**config.mk**
```make
export PLATFORM = sky130hd
export DESIGN_NAME = ps2_keyboard_port
export DESIGN_NICKNAME = d
export VERILOG_FILES = /design/src/rtl/ps2_keyboard_port_pkg.sv /design/src/rtl/ps2_keyboard_port_receiver.sv /design/src/rtl/ps2_keyboard_port.sv
export SDC_FILE = /design/constraint.sdc
export NUM_CORES = 1
export LEC_CHECK = 0
export ABC_AREA = 1
export BUFFER_PORTS_ARGS = -buffer_cell sky130_fd_sc_hd__buf_4
export CORE_ASPECT_RATIO = 1.1
export CORE_MARGIN = 3
export CORE_UTILIZATION = 41
export DETAILED_ROUTE_END_ITERATION = 8
export PLACE_DENSITY_LB_ADDON = 0.08
export SYNTH_ARGS = -nofsm -noshare
export SYNTH_HDL_FRONTEND = slang
export SYNTH_SLANG_ARGS = --single-unit
```
**constraint.sdc**
```tcl
create_clock -name clk -period 6.97 [get_ports clk]
set_input_delay 1.394 -clock clk [delete_from_list [all_inputs] [get_ports clk]]
set_output_delay 1.394 -clock clk [all_outputs]
set_load 0.01 [all_outputs]
```
**src/rtl/ps2_keyboard_port_pkg.sv**
```systemverilog
// Shared types and register-map constants for the PS/2 keyboard port.
package ps2_pkg;

  typedef enum logic [1:0] {
    IDLE   = 2'd0,
    DATA   = 2'd1,
    PARITY = 2'd2,
    STOP   = 2'd3
  } ps2_state_t;

  localparam logic PS2_REG_DATA   = 1'b0;
  localparam logic PS2_REG_STATUS = 1'b1;

  localparam int unsigned PS2_ST_NE   = 0;
  localparam int unsigned PS2_ST_OVF  = 1;
  localparam int unsigned PS2_ST_PERR = 2;

endpackage

```
**src/rtl/ps2_keyboard_port_receiver.sv**
```systemverilog
// PS/2 frame receiver: input synchronisers, falling-edge detect, frame FSM and
// inactivity timeout. Emits a one-cycle byteValid/parityFail when a frame ends.
module ps2_frame_receiver
  import ps2_pkg::*;
#(
  parameter int unsigned TIMEOUT_CYCLES = 50000
) (
  input  logic       clk,
  input  logic       rst,
  input  logic       ps2Clk,
  input  logic       ps2Data,
  output logic       byteValid,
  output logic [7:0] byteData,
  output logic       parityFail
);

  localparam int unsigned TW = $clog2(TIMEOUT_CYCLES + 1);

  logic [1:0]    clkSync, dataSync;
  logic          clkPrev;
  logic          fall, bitIn, timeoutHit;
  ps2_state_t    state, stateNext;
  logic [2:0]    bitCnt, bitCntNext;
  logic [7:0]    shiftReg, shiftNext;
  logic          parityBit, parityNext;
  logic [TW-1:0] timer, timerNext;

  always_ff @(posedge clk or negedge rst) begin
    if (!rst) begin
      clkSync   <= '1;
      dataSync  <= '1;
      clkPrev   <= 1'b1;
      state     <= IDLE;
      bitCnt    <= '0;
      shiftReg  <= '0;
      parityBit <= 1'b0;
      timer     <= '0;
    end else begin
      clkSync   <= {clkSync[0], ps2Clk};
      dataSync  <= {dataSync[0], ps2Data};
      clkPrev   <= clkSync[1];
      state     <= stateNext;
      bitCnt    <= bitCntNext;
      shiftReg  <= shiftNext;
      parityBit <= parityNext;
      timer     <= timerNext;
    end
  end

  assign fall       = clkPrev & ~clkSync[1];
  assign bitIn      = dataSync[1];
  assign timeoutHit = (state != IDLE) && (timer >= TW'(TIMEOUT_CYCLES - 1));

  // Outputs are combinational so the FIFO push lands on the edge that
  // consumes the stop-bit falling edge.
  always_comb begin
    stateNext  = state;
    bitCntNext = bitCnt;
    shiftNext  = shiftReg;
    parityNext = parityBit;
    timerNext  = timer + 1'b1;
    byteValid  = 1'b0;
    parityFail = 1'b0;
    byteData   = shiftReg;
    if (fall || state == IDLE) timerNext = '0;
    if (fall) begin
      unique case (state)
        IDLE: begin
          if (!bitIn) begin
            stateNext  = DATA;
            bitCntNext = '0;
          end
        end
        DATA: begin
          shiftNext  = {bitIn, shiftReg[7:1]};
          bitCntNext = bitCnt + 1'b1;
          if (bitCnt == 3'd7) stateNext = PARITY;
        end
        PARITY: begin
          parityNext = bitIn;
          stateNext  = STOP;
        end
        STOP: begin
          if (bitIn) begin
            if (^{shiftReg, parityBit}) byteValid  = 1'b1;
            else                        parityFail = 1'b1;
          end
          stateNext = IDLE;
        end
        default: stateNext = IDLE;
      endcase
    end else if (timeoutHit) begin
      stateNext = IDLE;
    end
  end

endmodule

```
**src/rtl/ps2_keyboard_port.sv**
```systemverilog
// Memory-mapped PS/2 keyboard port: frame receiver feeding a scan-code FIFO,
// drained through DATA/STATUS words on data-memory bank 2.
module ps2_keyboard_port
  import ps2_pkg::*;
#(
  parameter int unsigned FIFO_DEPTH     = 8,
  parameter int unsigned TIMEOUT_CYCLES = 50000
) (
  input  logic        clk,
  input  logic        rst,
  input  logic        en,
  input  logic [3:0]  memWrite,
  input  logic [10:0] addr,
  input  logic [31:0] wdata,
  output logic [31:0] rdata,
  input  logic        ps2Clk,
  input  logic        ps2Data,
  output logic        kbdIrq
);

  localparam int unsigned PW = $clog2(FIFO_DEPTH);

  logic          byteValid, parityFail;
  logic [7:0]    byteData;
  logic [7:0]    mem [FIFO_DEPTH];
  logic [PW-1:0] wrPtr, rdPtr;
  logic [PW:0]   count;
  logic          overflow, parityErr;
  logic          notEmpty, full, pop, push, statusWr;
  logic [2:0]    statusBits;
  logic          unusedBits;

  ps2_frame_receiver #(
    .TIMEOUT_CYCLES(TIMEOUT_CYCLES)
  ) receiver (
    .clk       (clk),
    .rst       (rst),
    .ps2Clk    (ps2Clk),
    .ps2Data   (ps2Data),
    .byteValid (byteValid),
    .byteData  (byteData),
    .parityFail(parityFail)
  );

  assign notEmpty = (count != '0);
  assign full     = (count == (PW + 1)'(FIFO_DEPTH));
  assign pop      = en && (memWrite == 4'b0) && (addr[0] == PS2_REG_DATA) && notEmpty;
  // A pop on the same edge frees the slot, so a full FIFO still accepts the byte.
  assign push     = byteValid && (!full || pop);
  assign statusWr = en && (memWrite != 4'b0) && (addr[0] == PS2_REG_STATUS);
  assign kbdIrq   = notEmpty;

  always_ff @(posedge clk or negedge rst) begin
    if (!rst) begin
      wrPtr     <= '0;
      rdPtr     <= '0;
      count     <= '0;
      overflow  <= 1'b0;
      parityErr <= 1'b0;
    end else begin
      if (push) wrPtr <= wrPtr + 1'b1;
      if (pop)  rdPtr <= rdPtr + 1'b1;
      count <= count + (PW + 1)'(push) - (PW + 1)'(pop);
      if (byteValid && full && !pop)           overflow <= 1'b1;
      else if (statusWr && wdata[PS2_ST_OVF])  overflow <= 1'b0;
      if (parityFail)                          parityErr <= 1'b1;
      else if (statusWr && wdata[PS2_ST_PERR]) parityErr <= 1'b0;
    end
  end

  always_ff @(posedge clk) begin
    if (push) mem[wrPtr] <= byteData;
  end

  always_comb begin
    statusBits              = '0;
    statusBits[PS2_ST_NE]   = notEmpty;
    statusBits[PS2_ST_OVF]  = overflow;
    statusBits[PS2_ST_PERR] = parityErr;
    rdata                   = '0;
    if (addr[0] == PS2_REG_STATUS)
      rdata = {16'b0, 8'(count), 5'b0, statusBits};
    else if (notEmpty)
      rdata = {24'b0, mem[rdPtr]};
  end

  assign unusedBits = ^{addr[10:1], wdata[31:3], wdata[0]};

endmodule
```
==> flow_metrics.env, run 1 <==
export IMPL_die_y_um=125
export IMPL_antenna_found_initial=0
export IMPL_setup_tns_ps=0
export IMPL_grt_util_all_layers_pct=15.0
export IMPL_gp_congestion=0.791
export IMPL_cp_start_kind="flip-flop"
export IMPL_cts_buffer_depth=2
export IMPL_die_area_um2=14200
export IMPL_n_antenna_cell=0
export IMPL_drive_above_1_share_pct=11.3
export IMPL_synthTopCellsByArea="edfxtp_1, dfrtp_1, nand2_1"
export IMPL_final_setup_skew_ps=7.59
export IMPL_yosys_warnings=0
export IMPL_min_period_ps=3970
export IMPL_worstHoldPathCells=0
export IMPL_row_count=42
export IMPL_fin_area_um2=5810
export IMPL_end_kind="output port"
export IMPL_areaGrowthSynthToFinish_pct=10.6
export IMPL_yosysSeqAreaShare_pct=59.1
export IMPL_rrSetupSlack_ps=4380
export IMPL_cts_root_buf="clkbuf_16"
export IMPL_drv_cap=0
export IMPL_r2r_cells=10
export IMPL_leakage_nw=2.48
export IMPL_cts_sinks=111
export IMPL_grt_max_degree=48
export IMPL_synth_top_area_share_pct=36.6
export IMPL_required_ps=5580
export IMPL_design_core_area_um2=12300
export IMPL_slew_headroom_pct=28.7
export IMPL_wl_um=10000
export IMPL_ir_worst_vdd_uv=203
export IMPL_fin_nets=619
export IMPL_clk_pin_slew_worst_paths_ps=70
export IMPL_synth_seq_cells=111
export IMPL_outcome="finished clean"
export IMPL_yosysTopAreaCell="edfxtp_1"
export IMPL_vias=3477
export IMPL_grt_pass1_wl_um=16800
export IMPL_num_io_pins=85
export IMPL_htree_levels=3
export IMPL_hold_buffers=0
export IMPL_worst_hold_path_type="reg -> reg"
export IMPL_rr_startpoint="receiver.clkPrev"
export IMPL_max_freq_mhz=252
export IMPL_fillCellCount=1190
export IMPL_rr_endpoint="count[2]"
export IMPL_min_from="receiver.dataSync[0]"
export IMPL_insertion_delay_ps=350
export IMPL_slew_viol_final=0
export IMPL_power_density_nw_per_um2=331
export IMPL_syn_inst=530
export IMPL_grt_setup_unrepaired="no"
export IMPL_ant_nets=0
export IMPL_drc=0
export IMPL_finalSetupViolations=0
export IMPL_startpoint="rdPtr[0]"
export IMPL_syn_area_per_cell_um2=9.91
export IMPL_worstSetupPathType="reg -> out"
export IMPL_worst_slew_pin_slew_ps=1070
export IMPL_drt_iter0_markers=165
export IMPL_tritoncts="done"
export IMPL_chipWidth_um=114
export IMPL_dpl_instance_area_um2=5500
export IMPL_synth_distinct_cells=37
export IMPL_postCtsSetupBuffers=0
export IMPL_hold_violations=0
export IMPL_detailed_place_hpwl_um=6790
export IMPL_viasPerCell=4.89
export IMPL_fin_hold_ws_ps=357
export IMPL_cts_resized=0
export IMPL_initial_core_util_pct=42.7
export IMPL_overflow=0
export IMPL_dr_pass1_iters=4
export IMPL_synth_area_um2=5250
export IMPL_routedWlPerCell_um=14.1
export IMPL_grt_pass1_vias=3448
export IMPL_cts_made_buffers=9
export IMPL_fin_crit_sh_pct=57.0
export IMPL_cp_arrival_ps=2580
export IMPL_crit_fanout=34
export IMPL_holdPathEnd="receiver.dataSync[1]"
export IMPL_numPortBuffers=24
critical path, stage by stage, from the launching register on:
cell and delay, ps:
dfrtp_1 360, buf_4 240, inv_1 820, o21ai_0 270, o211ai_1 170, o211ai_1 160
nand2_1 100, buf_4 120
synthesized netlist by cell type:
cell type and number:
a21oi_1 13, buf_2 6, buf_4 20, clkbuf_1 7
conb_1 1, dfrtp_1 42, dfstp_2 5, edfxtp_1 64
fa_1 1, ha_1 14, inv_1 54, inv_2 2
mux2_2 1, mux2i_1 1, nand2_1 92, nand2_2 3
nand2_4 2, nand3_1 21, nand3_2 1, nand3_4 2
nand4_1 4, nor2_1 91, nor2_2 2, nor2_4 2
nor2_8 1, nor3_1 1, nor4_1 1, nor4_2 1
o211ai_1 6, o21ai_0 48, o21ai_1 1, o22ai_1 1
o31ai_1 1, o32ai_1 10, or2_4 1, xnor2_1 1
xor2_1 6
final cells by class:
type / count / area (µm²) / area share, %
Tap cell: 154 / 193 / 3.32
Clock inverter: 6 / 83.8 / 1.44
Sequential cell: 111 / 3100 / 53.4
Timing Repair Buffer: 25 / 188 / 3.23
Multi-Input combinational cell: 349 / 1800 / 31.0
Inverter: 56 / 210 / 3.62
Clock buffer: 10 / 229 / 3.94
sequential cells by signal (all words and copies together), names as in the netlist:
register	count
overflow	1
receiver.byteData	8
receiver.parityBit	1
receiver.state	2
receiver.dataSync	2
wrPtr	3
receiver.timer	16
receiver.bitCnt	3
mem	64
receiver.clkSync	2
parityErr	1
receiver.clkPrev	1
count	4
rdPtr	3
kinds of logic (layout without fill, tap and decap cells):
logic type | Yosys count | count (layout) | share of synthesized area, %
buffers and inverters | 89 | 97 | 7.94
multiplexers | 2 | 2 | 0.405
XOR/XNOR | 7 | 7 | 1.17
AND/OR/NAND/NOR | 225 | 225 | 18.9
AO/OA/AOI/OAI | 80 | 80 | 8.70
other | 1 | 20 | 0.0714
flip-flops | 111 | 111 | 59.1
adder cells (fa/ha/maj) | 15 | 15 | 3.72
worst max-delay path by stage:
| stage | endpoint | slack [ps] |
|---|---|---|
| final | rdata[1] | 3000 |
| after global routing | rdata[3] | 2770 |
| after global placement | rdata[6] | 3300 |
| after floorplan | rdata[3] | 3520 |
| after CTS | rdata[1] | 2910 |
| after detailed placement | rdata[1] | 3300 |
power breakdown:
part           leakage (nW)  internal (W)  total, W  switching (W)
sequential             1.22      0.000761  0.000849      0.0000881
combinational          1.10      0.000204  0.000532       0.000328
clock                 0.153      0.000314  0.000541       0.000227
layer usage:
layer | GRT usage, % | vias to the layer above | part of all wire (%)
li1 | - | 1765 | -
met4 | 6.57 | 0 | 2.2
met1 | 19.7 | 1641 | 46
met2 | 24.5 | 57 | 50
met3 | 2.48 | 14 | 2.4
met5 | 0 | - | 0
stage by stage:
stage | setup WS, ps | util, % | total power [W] | cells
2_1_floorplan | 3520 | - | 0.00124 | 549
3_3_place_gp | 3300 | 44.7 | 0.00139 | 695
3_5_place_dp | 3300 | 44.7 | 0.00141 | 695
4_1_cts | 2910 | 47.2 | 0.00195 | 711
5_1_grt | 2770 | 47.2 | 0.00205 | 711
6_report | 3000 | 47.2 | 0.00192 | 711
placed cells by master, fill, tap and decap left out, drive strengths merged, types with 4 or more instances in the layout:
master  count
dfstp       5
clkbuf     10
a21oi      13
edfxtp     64
buf        25
o211ai      6
inv        57
dfrtp      42
ha         14
nor2       96
nand2      97
conb       20
o21ai      49
nand4       4
xor2        6
o32ai      10
nand3      24
(Power assumes the default switching activity.)
==> inputs of run 2 (changes only) <==
clock period = 3.55 ns   (was 6.97 ns; I/O delays follow)
==> run 2 against run 1 <==
Compared with the run above:
- final area rose by 0.65%
- critical path depth decreased by 1
- power increased by 94%
- non-clock buffer count increased by 7
==> flow_metrics.env, run 2 (synthesis gave the netlist of run 1 again) <==
export IMPL_design_core_area_um2=12300
export IMPL_worst_hold_path_type="reg -> reg"
export IMPL_dpl_instance_area_um2=5550
export IMPL_grt_pass1_wl_um=16700
export IMPL_crit_fanout=25
export IMPL_drv_cap=0
export IMPL_leakage_nw=2.50
export IMPL_htree_levels=3
export IMPL_grt_max_degree=48
export IMPL_rr_startpoint="receiver.clkPrev"
export IMPL_areaGrowthSynthToFinish_pct=11.3
export IMPL_slew_viol_final=0
export IMPL_layout_common_cells="nand2_1, nor2_1, edfxtp_1"
export IMPL_min_period_ps=2800
export IMPL_vias=3484
export IMPL_top_register="mem"
export IMPL_tritoncts="done"
export IMPL_drive_above_1_share_pct=12.4
export IMPL_required_ps=2840
export IMPL_r2r_cells=10
export IMPL_cts_made_buffers=9
export IMPL_numPortBuffers=24
export IMPL_cts_buffer_depth=2
export IMPL_drt_iter0_markers=153
export IMPL_initial_core_util_pct=42.7
export IMPL_antenna_found_initial=0
export IMPL_instances_no_fill=718
export IMPL_p_total_w=0.00373
export IMPL_dp_cells=702
export IMPL_cts_root_buf="clkbuf_16"
export IMPL_postCtsSetupBuffers=0
export IMPL_cp_start_kind="flip-flop"
export IMPL_max_freq_mhz=357
export IMPL_end_kind="output port"
export IMPL_worstHoldPathCells=0
export IMPL_insertion_delay_ps=340
export IMPL_n_antenna_cell=0
export IMPL_chipWidth_um=114
export IMPL_ir_worst_vdd_uv=331
export IMPL_row_count=42
export IMPL_ant_nets=0
export IMPL_fillCellCount=1200
export IMPL_slew_headroom_pct=48.1
export IMPL_rrSetupSlack_ps=960
export IMPL_largest_reg_flops=64
export IMPL_overflow=0
export IMPL_die_y_um=125
export IMPL_cp_arrival_ps=2090
export IMPL_holdPathEnd="receiver.dataSync[1]"
export IMPL_cts_resized=0
export IMPL_cts_sinks=111
export IMPL_grt_util_all_layers_pct=14.7
export IMPL_worstSetupPathType="reg -> out"
export IMPL_power_density_nw_per_um2=637
export IMPL_hold_violations=0
export IMPL_gp_congestion=0.809
export IMPL_dr_pass1_iters=4
export IMPL_die_area_um2=14200
export IMPL_min_from="receiver.dataSync[0]"
export IMPL_outcome="finished clean"
export IMPL_clk_pin_slew_worst_paths_ps=70
export IMPL_final_setup_skew_ps=4.31
export IMPL_fin_crit_sh_pct=78.9
export IMPL_final_common_cell="nand2_1"
export IMPL_detailed_place_hpwl_um=6830
export IMPL_fin_nets=626
export IMPL_finalSetupViolations=0
export IMPL_fin_area_um2=5850
export IMPL_num_io_pins=85
export IMPL_worst_slew_pin_slew_ps=779
export IMPL_rr_endpoint="count[2]"
export IMPL_viasPerCell=4.85
export IMPL_hold_buffers=0
export IMPL_drc=0
export IMPL_grt_setup_unrepaired="no"
export IMPL_wl_um=9710
export IMPL_routedWlPerCell_um=13.5
export IMPL_grt_pass1_vias=3422
export IMPL_setup_tns_ps=0
run 2: cell count changes in the layout (fill, tap and decap cells not counted):
cell and change:
clkinvlp_4 +1, clkinv_4 +2, bufinv_16 -1, clkinv_2 -2
buf_4 +7
run 2: how the worst max path moves through the flow:
stage | startpoint | endpoint
global route | rdPtr[1] | rdata[2]
CTS | rdPtr[1] | rdata[3]
finish | rdPtr[1] | rdata[3]
detailed placement | memWrite[3] | mem[2][5]
global placement | memWrite[3] | mem[3][5]
floorplan | addr[0] | count[2]
run 2: layout make-up:
cell class / instances / area (µm²) / share of cell area (%)
sequential: 111 / 3100 / 53.1
clock buffer: 10 / 229 / 3.92
tap: 154 / 193 / 3.30
timing repair buffer: 32 / 240 / 4.11
multi-input combinational: 349 / 1800 / 30.8
inverter: 56 / 210 / 3.60
clock inverter: 6 / 68.8 / 1.18
run 2: report_power, final:
part,internal (W),switching [W]
registers,0.00149,0.000158
logic,0.000417,0.000653
clock network,0.000551,0.000452
total,0.00246,0.00126
run 2: routing by layer:
metal / global-route usage, % / part of all wire, %
met1: 19.3 / 46
met2: 24.3 / 51
met3: 2.53 / 2.2
met4: 5.38 / 1.2
met5: 0 / 0
run 2: critical path, stage by stage, from the launching register on:
cell and delay, ps:
dfrtp_1 850, buf_4 270, o21ai_0 90, o32ai_1 170, nor2_1 90, nor2_1 140, buf_4 140
run 2: stage by stage:
step	util (%)	hold WS [ps]	worst slack [ps]
final	47.5	358	748
after global routing	47.5	366	530
after CTS	47.5	358	689
after detailed placement	45.1	347	926
after global placement	45.1	346	928
after floorplan	-	345	1320
==> inputs of run 3 (changes only) <==
clock period = 2.9 ns   (was 3.55 ns; I/O delays follow)
==> run 3 against run 2 <==
Compared with the run above:
- combinational power rose by 26%
- die area did not move
- critical path type unchanged
- flip-flop and latch count did not move
- final cell count rose by 0.42%
- setup slack got worse by 380 ps
- critical endpoint is now rdata[7]
==> flow_metrics.env, run 3 (synthesis gave the netlist of run 1 again) <==
export IMPL_clk_pin_slew_worst_paths_ps=80
export IMPL_tritoncts="done"
export IMPL_fin_nets=629
export IMPL_fin_crit_sh_pct=87.3
export IMPL_comb_power_share_pct=29.5
export IMPL_areaGrowthSynthToFinish_pct=11.8
export IMPL_layout_common_cells="nand2_1, nor2_1, edfxtp_1"
export IMPL_wl_um=9940
export IMPL_swShare_pct=34.8
export IMPL_cpPeakStageDelay_ps=380
export IMPL_end_kind="output port"
export IMPL_cp_arrival_ps=1950
export IMPL_top_register="mem"
export IMPL_drv_cap=0
export IMPL_startpoint="rdPtr[0]"
export IMPL_ant_nets=0
export IMPL_routedWlPerCell_um=13.8
export IMPL_cpMostUsedCell="nor2_1"
export IMPL_drc=0
export IMPL_cts_resized=0
export IMPL_cts_made_buffers=9
export IMPL_setup_tns_ps=0
export IMPL_die_area_um2=14200
export IMPL_fillCellCount=1157
export IMPL_rr_startpoint="receiver.clkPrev"
export IMPL_worst_hold_path_type="in -> async"
export IMPL_grt_setup_unrepaired="no"
export IMPL_finalSetupViolations=0
export IMPL_slew_viol_final=0
export IMPL_final_common_cell="nand2_1"
export IMPL_drt_iter0_markers=165
export IMPL_grt_max_degree=48
export IMPL_place_ws_ps=333
export IMPL_seqPwrFrac_pct=43.5
export IMPL_ir_worst_vdd_uv=522
export IMPL_leakage_nw=2.52
export IMPL_final_setup_skew_ps=9.95
export IMPL_row_count=42
export IMPL_detailed_place_hpwl_um=6770
export IMPL_worstPathBufferInverterCount=3
export IMPL_power_density_nw_per_um2=777
export IMPL_worst_path_dominant_cell_family="buffers and inverters"
export IMPL_p_total_w=0.00456
export IMPL_hold_violations=0
export IMPL_internal_power_w=0.00298
export IMPL_hold_buffers=0
export IMPL_largest_reg_flops=64
export IMPL_cts_buffer_depth=2
export IMPL_chipWidth_um=114
export IMPL_gp_congestion=0.800
export IMPL_n_antenna_cell=0
export IMPL_worst_slew_pin_slew_ps=735
export IMPL_vias=3477
export IMPL_viasPerCell=4.82
export IMPL_min_period_ps=2530
export IMPL_overflow=0
export IMPL_slew_headroom_pct=50.8
export IMPL_required_ps=2320
export IMPL_postCtsSetupBuffers=0
export IMPL_grt_pass1_wl_um=16700
export IMPL_antenna_found_initial=0
export IMPL_numPortBuffers=24
export IMPL_cts_root_buf="clkbuf_16"
export IMPL_drive_above_1_share_pct=13.1
export IMPL_grt_util_all_layers_pct=15.1
export IMPL_design_core_area_um2=12300
export IMPL_outcome="finished clean"
export IMPL_crit_fanout=29
export IMPL_cts_sinks=111
export IMPL_clkPwrFrac_pct=27.0
export IMPL_slowest_stage="dfrtp_1"
export IMPL_insertion_delay_ps=360
export IMPL_dr_pass1_iters=5
export IMPL_path_cells="inv_1 -> buf_4 -> nor2_1 -> o32ai_1 -> nor2_1 -> nor2_1 -> buf_4"
export IMPL_grt_pass1_vias=3342
export IMPL_initial_core_util_pct=42.7
export IMPL_max_freq_mhz=395
export IMPL_setup_ws_ps=369
export IMPL_die_y_um=125
export IMPL_htree_levels=3
export IMPL_worstSetupPathType="reg -> out"
export IMPL_cp_start_kind="flip-flop"
export IMPL_num_io_pins=85
export IMPL_p_sw_w=0.00159
-- run 3: area by class of cell --
cell class	count	area, µm²	share of cell area (%)
repair buffers	35	263	4.47
clock buffers	10	250	4.26
multi-input cells	349	1800	30.7
clock inverters	6	51.3	0.874
flip-flops and latches	111	3100	52.9
inverters	56	210	3.58
well taps	154	193	3.28
-- run 3: power by group through the flow --
stage / Clock [W] / Sequential (W) / Combinational [W]
finish: 0.00123 / 0.00198 / 0.00135
global route: 0.00133 / 0.00201 / 0.00156
CTS: 0.00127 / 0.00199 / 0.00137
detailed placement: 0 / 0.00202 / 0.00137
global placement: 0 / 0.00201 / 0.00135
floorplan: 0 / 0.00197 / 0.00101
-- run 3: through the flow --
stage	utilization (%)	cell area [µm²]	hold WS, ps	cells
finish	47.8	5870	228	721
detailed placement	45.3	5570	348	705
global placement	45.3	5570	346	705
CTS	47.8	5870	250	721
floorplan	-	5320	284	549
global route	47.8	5870	268	721
-- run 3: layer usage --
layer  vias to the layer above  GRT usage, %  part of all wire [%]
li1                       1789             -                     -
met5                         -             0                     0
met2                        48          23.8                    49
met4                         0          7.62                   2.2
met1                      1628          20.1                    47
met3                        12          2.48                   2.4
-- run 3: path summary, 6_finish.rpt --
check / to / slack [ps] / depth (start not counted)
min in group clk: receiver.dataSync[0] / 330 / 1
max reg2reg: count[2] / 380 / 10
min reg2reg: receiver.dataSync[1] / 360 / 0
min: receiver.timer[4] / 230 / 1
max: rdata[7] / 370 / 7
max in group asynchronous: rdPtr[2] / 2260 / 1
